**config.mk**
```make
export PLATFORM = sky130hd
export DESIGN_NAME = receiver
export DESIGN_NICKNAME = d
export VERILOG_FILES = /design/src/rtl/receiver.sv
export SDC_FILE = /design/constraint.sdc
export NUM_CORES = 1
export LEC_CHECK = 0
export CAP_MARGIN = 20
export CORE_MARGIN = 2
export CORE_UTILIZATION = 57
export CTS_CLUSTER_SIZE = 24
export DETAILED_ROUTE_END_ITERATION = 10
export PLACE_DENSITY = 0.84
export RECOVER_POWER = 25
export SYNTH_ARGS = -nofsm -noshare
export SYNTH_HDL_FRONTEND = slang
export SYNTH_SLANG_ARGS = --single-unit
```
**constraint.sdc**
```tcl
create_clock -name gmii_rx_clk -period 4.7 [get_ports gmii_rx_clk]
set_input_delay 0.705 -clock gmii_rx_clk [delete_from_list [all_inputs] [get_ports gmii_rx_clk]]
set_output_delay 0.705 -clock gmii_rx_clk [all_outputs]
set_load 0.005 [all_outputs]
```
**src/rtl/receiver.sv**
```systemverilog
// receiver: GMII receive path into the RX slot memory.
// Strips preamble/SFD, checks length, rx_er and space, and writes each frame
// as a 7-word header (length, timestamp, received FCS) plus big-endian data
// words. A frame becomes visible to the host only when mem_wr_ptr advances.
// Optional build macro: RX_FCS_CHECK_EN (drop frames whose FCS does not match).
// Ports:
//   gmii_rx_clk, sys_rst_n        clock, async active-low reset
//   global_counter                timestamp source, latched at SFD
//   gmii_rxd/_rx_dv/_rx_er        PHY receive pins
//   slot_rx_eth_*                 slot RAM write port (16-bit words)
//   mem_rd_ptr / mem_wr_ptr       host consumer / committed producer pointers
//   rx_good_count/rx_drop_count   saturating frame counters
module receiver #(
   parameter int unsigned MAX_LEN = 2047,
   parameter int unsigned MIN_LEN = 64
) (
   input  logic        gmii_rx_clk,
   input  logic        sys_rst_n,
   input  logic [63:0] global_counter,
   input  logic [7:0]  gmii_rxd,
   input  logic        gmii_rx_dv,
   input  logic        gmii_rx_er,
   output logic [15:0] slot_rx_eth_data,
   output logic [1:0]  slot_rx_eth_byte_en,
   output logic [13:0] slot_rx_eth_addr,
   output logic        slot_rx_eth_wr_en,
   input  logic [13:0] mem_rd_ptr,
   output logic [13:0] mem_wr_ptr,
   output logic [15:0] rx_good_count,
   output logic [15:0] rx_drop_count
);

   localparam int unsigned AW        = 14;
   localparam int unsigned DW        = 16;
   localparam int unsigned CW        = 16;
   localparam int unsigned TW        = 64;
   localparam int unsigned HDR_WORDS = 7;
   localparam logic [CW-1:0] MAX_LEN_C   = CW'(MAX_LEN);
   localparam logic [CW-1:0] MIN_LEN_C   = CW'(MIN_LEN);
   localparam logic [AW-1:0] HDR_WORDS_A = AW'(HDR_WORDS);
   localparam logic [31:0]   CRC_POLY    = 32'hEDB8_8320;

   typedef enum logic [2:0] {
      S_IDLE, S_PREAMBLE, S_DATA, S_HDR, S_COMMIT, S_DROP
   } state_t;

   // Reflected Ethernet CRC-32, one byte per call
   function automatic logic [31:0] crc32_byte(input logic [31:0] c, input logic [7:0] d);
      logic [31:0] r;
      r = c ^ {24'h0, d};
      for (int i = 0; i < 8; i++) begin
         r = r[0] ? ((r >> 1) ^ CRC_POLY) : (r >> 1);
      end
      return r;
   endfunction

   // GMII input register
   logic [7:0] rxd_q;
   logic       dv_q, er_q, dv_d_q;

   state_t         state_q, state_d;
   logic [CW-1:0]  cnt_q, cnt_d;
   logic [AW-1:0]  wptr_q, wptr_d;
   logic [7:0]     pend_q, pend_d;
   logic [31:0]    crc_q, crc_d;
   logic [31:0]    dl_q, dl_d;
   logic [TW-1:0]  ts_q, ts_d;
   logic [2:0]     hidx_q, hidx_d;
   logic [DW-1:0]  data_q, data_d;
   logic [1:0]     be_q, be_d;
   logic [AW-1:0]  addr_q, addr_d;
   logic           wr_en_q, wr_en_d;
   logic [AW-1:0]  wp_q, wp_d;
   logic [CW-1:0]  good_q, good_d;
   logic [CW-1:0]  drop_q, drop_d;

   logic [AW-1:0]  data_off, free_words;
   logic           data_full, frame_ok, enter_drop;
   logic [DW-1:0]  hdr_word;

   // Space check: the next data word must stay strictly behind mem_rd_ptr
   assign data_off   = wptr_q - wp_q;
   assign free_words = mem_rd_ptr - wp_q - AW'(1);
   assign data_full  = data_off > free_words;

`ifdef RX_FCS_CHECK_EN
   logic [31:0] fcs_exp;
   // First FCS byte on the wire is the low byte of the inverted CRC
   assign fcs_exp  = {~crc_q[7:0], ~crc_q[15:8], ~crc_q[23:16], ~crc_q[31:24]};
   assign frame_ok = (cnt_q >= MIN_LEN_C) && (dl_q == fcs_exp);
`else
   assign frame_ok = (cnt_q >= MIN_LEN_C);
`endif

   // Header word selected by hidx_q
   always_comb begin
      hdr_word = '0;
      case (hidx_q)
         3'd0:    hdr_word = cnt_q - CW'(4);
         3'd1:    hdr_word = ts_q[63:48];
         3'd2:    hdr_word = ts_q[47:32];
         3'd3:    hdr_word = ts_q[31:16];
         3'd4:    hdr_word = ts_q[15:0];
         3'd5:    hdr_word = dl_q[31:16];
         3'd6:    hdr_word = dl_q[15:0];
         default: hdr_word = '0;
      endcase
   end

   // Next-state and next-register logic
   always_comb begin
      state_d    = state_q;
      cnt_d      = cnt_q;
      wptr_d     = wptr_q;
      pend_d     = pend_q;
      crc_d      = crc_q;
      dl_d       = dl_q;
      ts_d       = ts_q;
      hidx_d     = hidx_q;
      data_d     = data_q;
      be_d       = be_q;
      addr_d     = addr_q;
      wr_en_d    = 1'b0;
      wp_d       = wp_q;
      good_d     = good_q;
      drop_d     = drop_q;
      enter_drop = 1'b0;

      case (state_q)
         S_IDLE: begin
            // Only a fresh rx_dv rise starts a frame; late-rising frames are ignored
            if (dv_q && !dv_d_q && (rxd_q == 8'h55)) state_d = S_PREAMBLE;
         end
         S_PREAMBLE: begin
            if (!dv_q) begin
               state_d = S_IDLE;
            end else if (rxd_q == 8'hD5) begin
               state_d = S_DATA;
               ts_d    = global_counter;
               wptr_d  = wp_q + HDR_WORDS_A;
               cnt_d   = '0;
               crc_d   = '1;
               dl_d    = '0;
            end else if (rxd_q != 8'h55) begin
               state_d = S_IDLE;
            end
         end
         S_DATA: begin
            if (er_q) begin
               enter_drop = 1'b1;
            end else if (dv_q) begin
               if (cnt_q == MAX_LEN_C) begin
                  enter_drop = 1'b1;
               end else if (cnt_q[0] && data_full) begin
                  enter_drop = 1'b1;
               end else begin
                  cnt_d = cnt_q + CW'(1);
                  dl_d  = {dl_q[23:0], rxd_q};
                  // CRC sees a byte once it leaves the 4-byte delay line
                  if (cnt_q >= CW'(4)) crc_d = crc32_byte(crc_q, dl_q[31:24]);
                  if (!cnt_q[0]) begin
                     pend_d = rxd_q;
                  end else begin
                     wr_en_d = 1'b1;
                     addr_d  = wptr_q;
                     data_d  = {pend_q, rxd_q};
                     be_d    = 2'b11;
                     wptr_d  = wptr_q + AW'(1);
                  end
               end
            end else if (!frame_ok) begin
               enter_drop = 1'b1;
            end else if (cnt_q[0]) begin
               // Flush the odd trailing byte; header follows next cycle
               if (data_full) begin
                  enter_drop = 1'b1;
               end else begin
                  wr_en_d = 1'b1;
                  addr_d  = wptr_q;
                  data_d  = {pend_q, 8'h00};
                  be_d    = 2'b10;
                  wptr_d  = wptr_q + AW'(1);
                  hidx_d  = 3'd0;
                  state_d = S_HDR;
               end
            end else begin
               // No flush: issue header word 0 right away
               wr_en_d = 1'b1;
               addr_d  = wp_q;
               data_d  = cnt_q - CW'(4);
               be_d    = 2'b11;
               hidx_d  = 3'd1;
               state_d = S_HDR;
            end
         end
         S_HDR: begin
            wr_en_d = 1'b1;
            addr_d  = wp_q + AW'(hidx_q);
            data_d  = hdr_word;
            be_d    = 2'b11;
            if (hidx_q == 3'(HDR_WORDS - 1)) state_d = S_COMMIT;
            else                             hidx_d  = hidx_q + 3'd1;
         end
         S_COMMIT: begin
            wp_d    = wptr_q;
            good_d  = (good_q == '1) ? good_q : good_q + CW'(1);
            state_d = S_IDLE;
         end
         S_DROP: begin
            if (!dv_q) state_d = S_IDLE;
         end
         default: state_d = S_IDLE;
      endcase

      if (enter_drop) begin
         state_d = S_DROP;
         drop_d  = (drop_q == '1) ? drop_q : drop_q + CW'(1);
      end
   end

   // State and datapath registers
   always_ff @(posedge gmii_rx_clk or negedge sys_rst_n) begin
      if (!sys_rst_n) begin
         rxd_q   <= '0;
         dv_q    <= 1'b0;
         er_q    <= 1'b0;
         dv_d_q  <= 1'b0;
         state_q <= S_IDLE;
         cnt_q   <= '0;
         wptr_q  <= '0;
         pend_q  <= '0;
         crc_q   <= '0;
         dl_q    <= '0;
         ts_q    <= '0;
         hidx_q  <= '0;
         data_q  <= '0;
         be_q    <= '0;
         addr_q  <= '0;
         wr_en_q <= 1'b0;
         wp_q    <= '0;
         good_q  <= '0;
         drop_q  <= '0;
      end else begin
         rxd_q   <= gmii_rxd;
         dv_q    <= gmii_rx_dv;
         er_q    <= gmii_rx_er;
         dv_d_q  <= dv_q;
         state_q <= state_d;
         cnt_q   <= cnt_d;
         wptr_q  <= wptr_d;
         pend_q  <= pend_d;
         crc_q   <= crc_d;
         dl_q    <= dl_d;
         ts_q    <= ts_d;
         hidx_q  <= hidx_d;
         data_q  <= data_d;
         be_q    <= be_d;
         addr_q  <= addr_d;
         wr_en_q <= wr_en_d;
         wp_q    <= wp_d;
         good_q  <= good_d;
         drop_q  <= drop_d;
      end
   end

   assign slot_rx_eth_data    = data_q;
   assign slot_rx_eth_byte_en = be_q;
   assign slot_rx_eth_addr    = addr_q;
   assign slot_rx_eth_wr_en   = wr_en_q;
   assign mem_wr_ptr          = wp_q;
   assign rx_good_count       = good_q;
   assign rx_drop_count       = drop_q;

endmodule

```
==> impl_metrics.env <==
export IMPL_dpl_hpwl_mm=27.1
export IMPL_dieArea_sq_mm=0.0247
export IMPL_crit_chain="clkdlybuf4s50_1, ha_1, a211oi_1, o21ai_1, nand3_1, nand3_1, or4_1, and3_1, a211oi_1, ha_1, nand4_1, or4_4, nand2_1, a31o_2, a21oi_4, or3_1, o22a_1"
export IMPL_port_buffers=168
export IMPL_netlist_top_cells_area="dfrtp_1, nand2_1, ha_1"
export IMPL_setup_viol=0
export IMPL_netlist_area_sq_mm=0.0134
export IMPL_cts_resized=0
export IMPL_mostFrequentLayoutCell="nand2_1"
export IMPL_critical_path_arrival_ns=4.88
export IMPL_cts_path_max_buffers=3
export IMPL_hp_class="flip-flop to flip-flop"
export IMPL_core_area_sq_mm=0.0233
export IMPL_grt_usage_pct=30.8
export IMPL_path_max_fanout=9
export IMPL_outcome="finished, violations left"
export IMPL_start_util_pct=57.4
export IMPL_die_w_um=157
export IMPL_power_frac_clock_pct=28.0
export IMPL_timing_hold_violations_final=0
export IMPL_startpoint_type="input pin"
export IMPL_fin_crit_ns=4.45
export IMPL_grt_max_degree=124
export IMPL_syn_num_nets=1609
export IMPL_dpl_instance_area_sq_mm=0.0156
export IMPL_multi_input_area_sq_mm=0.00712
export IMPL_fmax_mhz=225
export IMPL_overflow=0
export IMPL_swShare_pct=35.8
export IMPL_drv_cap=1
export IMPL_synth_top_flop_cell="dfrtp_1"
export IMPL_drtIter0Drc=1435
export IMPL_nets=1784
export IMPL_clockRootBuffer="clkbuf_16"
export IMPL_clock_sink_count=230
export IMPL_cpMaxStageDelayCell="or4_4"
export IMPL_vias=11968
export IMPL_insertion_delay_ns=0.56
export IMPL_antenna_found_initial=1
export IMPL_yosysSeqAreaShare_pct=43.1
export IMPL_grt_pass1_wl_mm=60.2
export IMPL_place_congestion=0.945
export IMPL_timing_final_max_slew_violations=124
export IMPL_route_antenna_remaining_nets=0
export IMPL_viasPerCell=6.08
export IMPL_die_y_um=157
export IMPL_dp_slack_ns=-0.391
export IMPL_p_per_area_mw_per_mm2=455
export IMPL_internal_power_mw=4.82
export IMPL_cts_hold_fix_buffers=0
export IMPL_num_rows=56
export IMPL_drive_above_1_share_pct=11.6
export IMPL_final_cell_mix="nand2_1, dfrtp_1, clkdlybuf4s50_1"
export IMPL_postCtsSetupBuffers=0
export IMPL_p_leak_nw=7.27
export IMPL_wl_per_cell_um=19.3
export IMPL_drc=1
export IMPL_area_growth_syn_to_layout_pct=23.5
export IMPL_synth_edff_count=0
export IMPL_fillCellCount=1747
export IMPL_worst_slew_pin_slew_ns=2.98
export IMPL_fin_total_pwr_mw=7.51
export IMPL_final_cell_area_sq_mm=0.0165
export IMPL_worst_path_dominant_cell_family="simple AND/OR/NAND/NOR gates"
export IMPL_io_pins=169
export IMPL_ir_worst_vdd_mv=0.363
export IMPL_cts_tree="built"
export IMPL_end_kind="flip-flop"
export IMPL_synth_seq_cells=230
export IMPL_async_flop_share_pct=100
export IMPL_yosys_area_top_type="dfrtp_1"
export IMPL_p_switching_mw=2.69
export IMPL_drt_total_wl_mm=38.0
export IMPL_crit_type="input pin to flip-flop"
export IMPL_first_pass_iters=11
export IMPL_yosysTopAreaCellShare_pct=43.1
export IMPL_p_comb_share_pct=40.6
export IMPL_finalCritPeriodShare_pct=94.7
export IMPL_hold_ws_ns=0.463
export IMPL_violations="design-rule violations, max-capacitance violations, max-slew violations"
export IMPL_slowest_delay_ns=0.59
export IMPL_yosys_warnings=0
export IMPL_synthCells=1458
export IMPL_synth_avg_cell_area_sq_um=9.16
export IMPL_h_tree_depth=1
export IMPL_fin_ws_ns=0.249
export IMPL_maxSlewHeadroom_pct=-98.4
export IMPL_path_clk_slew_ns=0.06
export IMPL_p_seq_share_pct=31.5
export IMPL_skew_ns=0.0242
export IMPL_ff_latch_area_sq_mm=0.00576
export IMPL_ys_types=77
export IMPL_grt_pass1_vias=11379
export IMPL_worstPathRequired_ns=5.13
export IMPL_critPathBufInv=1
export IMPL_cts_buffers=25
[metrics by stage]
stage,TNS (ns),instances,utilization [%]
2_1_floorplan,0,1458,-
3_3_place_gp,-17.88,1925,67.2
3_5_place_dp,-28.47,1925,67.2
4_1_cts,0,1969,70.9
5_1_grt,-0.0591,1969,70.9
6_report,0,1970,70.9
[final timing paths]
path	to	cells past startpoint	from	slack, ns
min	slot_rx_eth_byte_en[1]$_DFFE_PN0P_	1	slot_rx_eth_byte_en[1]$_DFFE_PN0P_	0.46
min in group asynchronous	mem_wr_ptr[13]$_DFFE_PN0P_	1	sys_rst_n	1.11
max	wptr_q[4]$_DFFE_PN0P_	17	mem_rd_ptr[1]	0.25
min reg2reg	slot_rx_eth_byte_en[1]$_DFFE_PN0P_	1	slot_rx_eth_byte_en[1]$_DFFE_PN0P_	0.46
max in group asynchronous	ts_q[24]$_DFFE_PN0P_	2	sys_rst_n	1.13
max reg2reg	wptr_q[4]$_DFFE_PN0P_	17	mem_wr_ptr[1]$_DFFE_PN0P_	0.26
[power groups by stage]
| stage | Combinational, mW | Clock [mW] | Sequential, mW |
|---|---|---|---|
| after floorplan | 2.00 | 0 | 2.30 |
| after global placement | 2.87 | 0 | 2.38 |
| after detailed placement | 2.96 | 0 | 2.38 |
| after CTS | 2.99 | 2.11 | 2.35 |
| after global routing | 3.32 | 2.18 | 2.38 |
| final | 3.04 | 2.10 | 2.36 |
[Yosys cell counts, types with 6 or more instances]
cell	instances
nor3_1	27
buf_6	6
a22o_1	13
a222oi_1	11
nand4_1	19
o211ai_1	9
a211oi_1	7
buf_2	7
or3_1	6
xor2_1	24
mux2_4	24
a21o_1	7
nand2_1	328
nor2_1	83
xnor2_1	60
mux2_2	37
nand3_1	53
and3_1	22
o21ai_0	71
mux2i_1	7
nor4_1	15
o22ai_1	6
nand2b_1	9
o21a_1	7
a22oi_1	11
inv_1	41
dfrtp_1	230
clkbuf_1	64
nor2b_1	9
buf_1	6
o22a_1	9
and2_1	11
o31ai_1	11
a21oi_1	47
ha_1	58
a31oi_1	15
[worst reg2reg max path, stage by stage, from the launching register on]
cell      delay (ns)
dfrtp_1         0.39
inv_2           0.14
ha_1            0.25
nor2b_1         0.15
o31a_1          0.27
o211ai_1        0.29
a31oi_1         0.19
a21o_1          0.21
a21oi_1         0.18
xnor2_1         0.09
ha_1            0.31
nand4_1         0.14
or4_4           0.59
nand2_1         0.12
a31o_2          0.15
a21oi_4         0.06
or3_1           0.53
o22a_1          0.27
[registers in the layout, indices dropped and copies added (netlist names)]
name                 cells
dl_q                    32
dv_d_q                   1
hidx_q                   3
rx_good_count           16
cnt_q                   16
wptr_q                  14
pend_q                   8
rxd_q                    8
er_q                     1
slot_rx_eth_addr        14
slot_rx_eth_data        16
rx_drop_count           16
slot_rx_eth_byte_en      2
slot_rx_eth_wr_en        1
state_q                  3
dv_q                     1
ts_q                    64
mem_wr_ptr              14
[cell families after synthesis]
group | count (synthesis) | share of synthesized area, %
fa+ha+maj | 61 | 5.88
compound gates | 274 | 14.1
flops | 230 | 43.1
simple gates | 614 | 21.0
mux | 71 | 6.59
buf+inv | 124 | 3.89
xor+xnor | 84 | 5.51
[routing by layer]
| metal | part of all wire, % | vias up | track usage, % | wire, um |
|---|---|---|---|---|
| li1 | - | 5493 | - | - |
| met1 | 40 | 5698 | 41.2 | 15400 |
| met2 | 46 | 638 | 49.3 | 17500 |
| met3 | 7.9 | 139 | 4.93 | 3010 |
| met4 | 5.5 | 0 | 14.9 | 2110 |
| met5 | 0 | - | 0 | 0 |
[area by class of cell]
type | count | share of cell area, %
inverter | 41 | 0.933
timing repair buffer | 231 | 13.3
clock inverter | 10 | 1.02
tap | 319 | 2.42
multi-input combinational | 1104 | 43.1
clock buffer | 34 | 4.24
antenna | 1 | 0.0152
sequential | 230 | 34.9
Power figures use the tool's default switching activity.
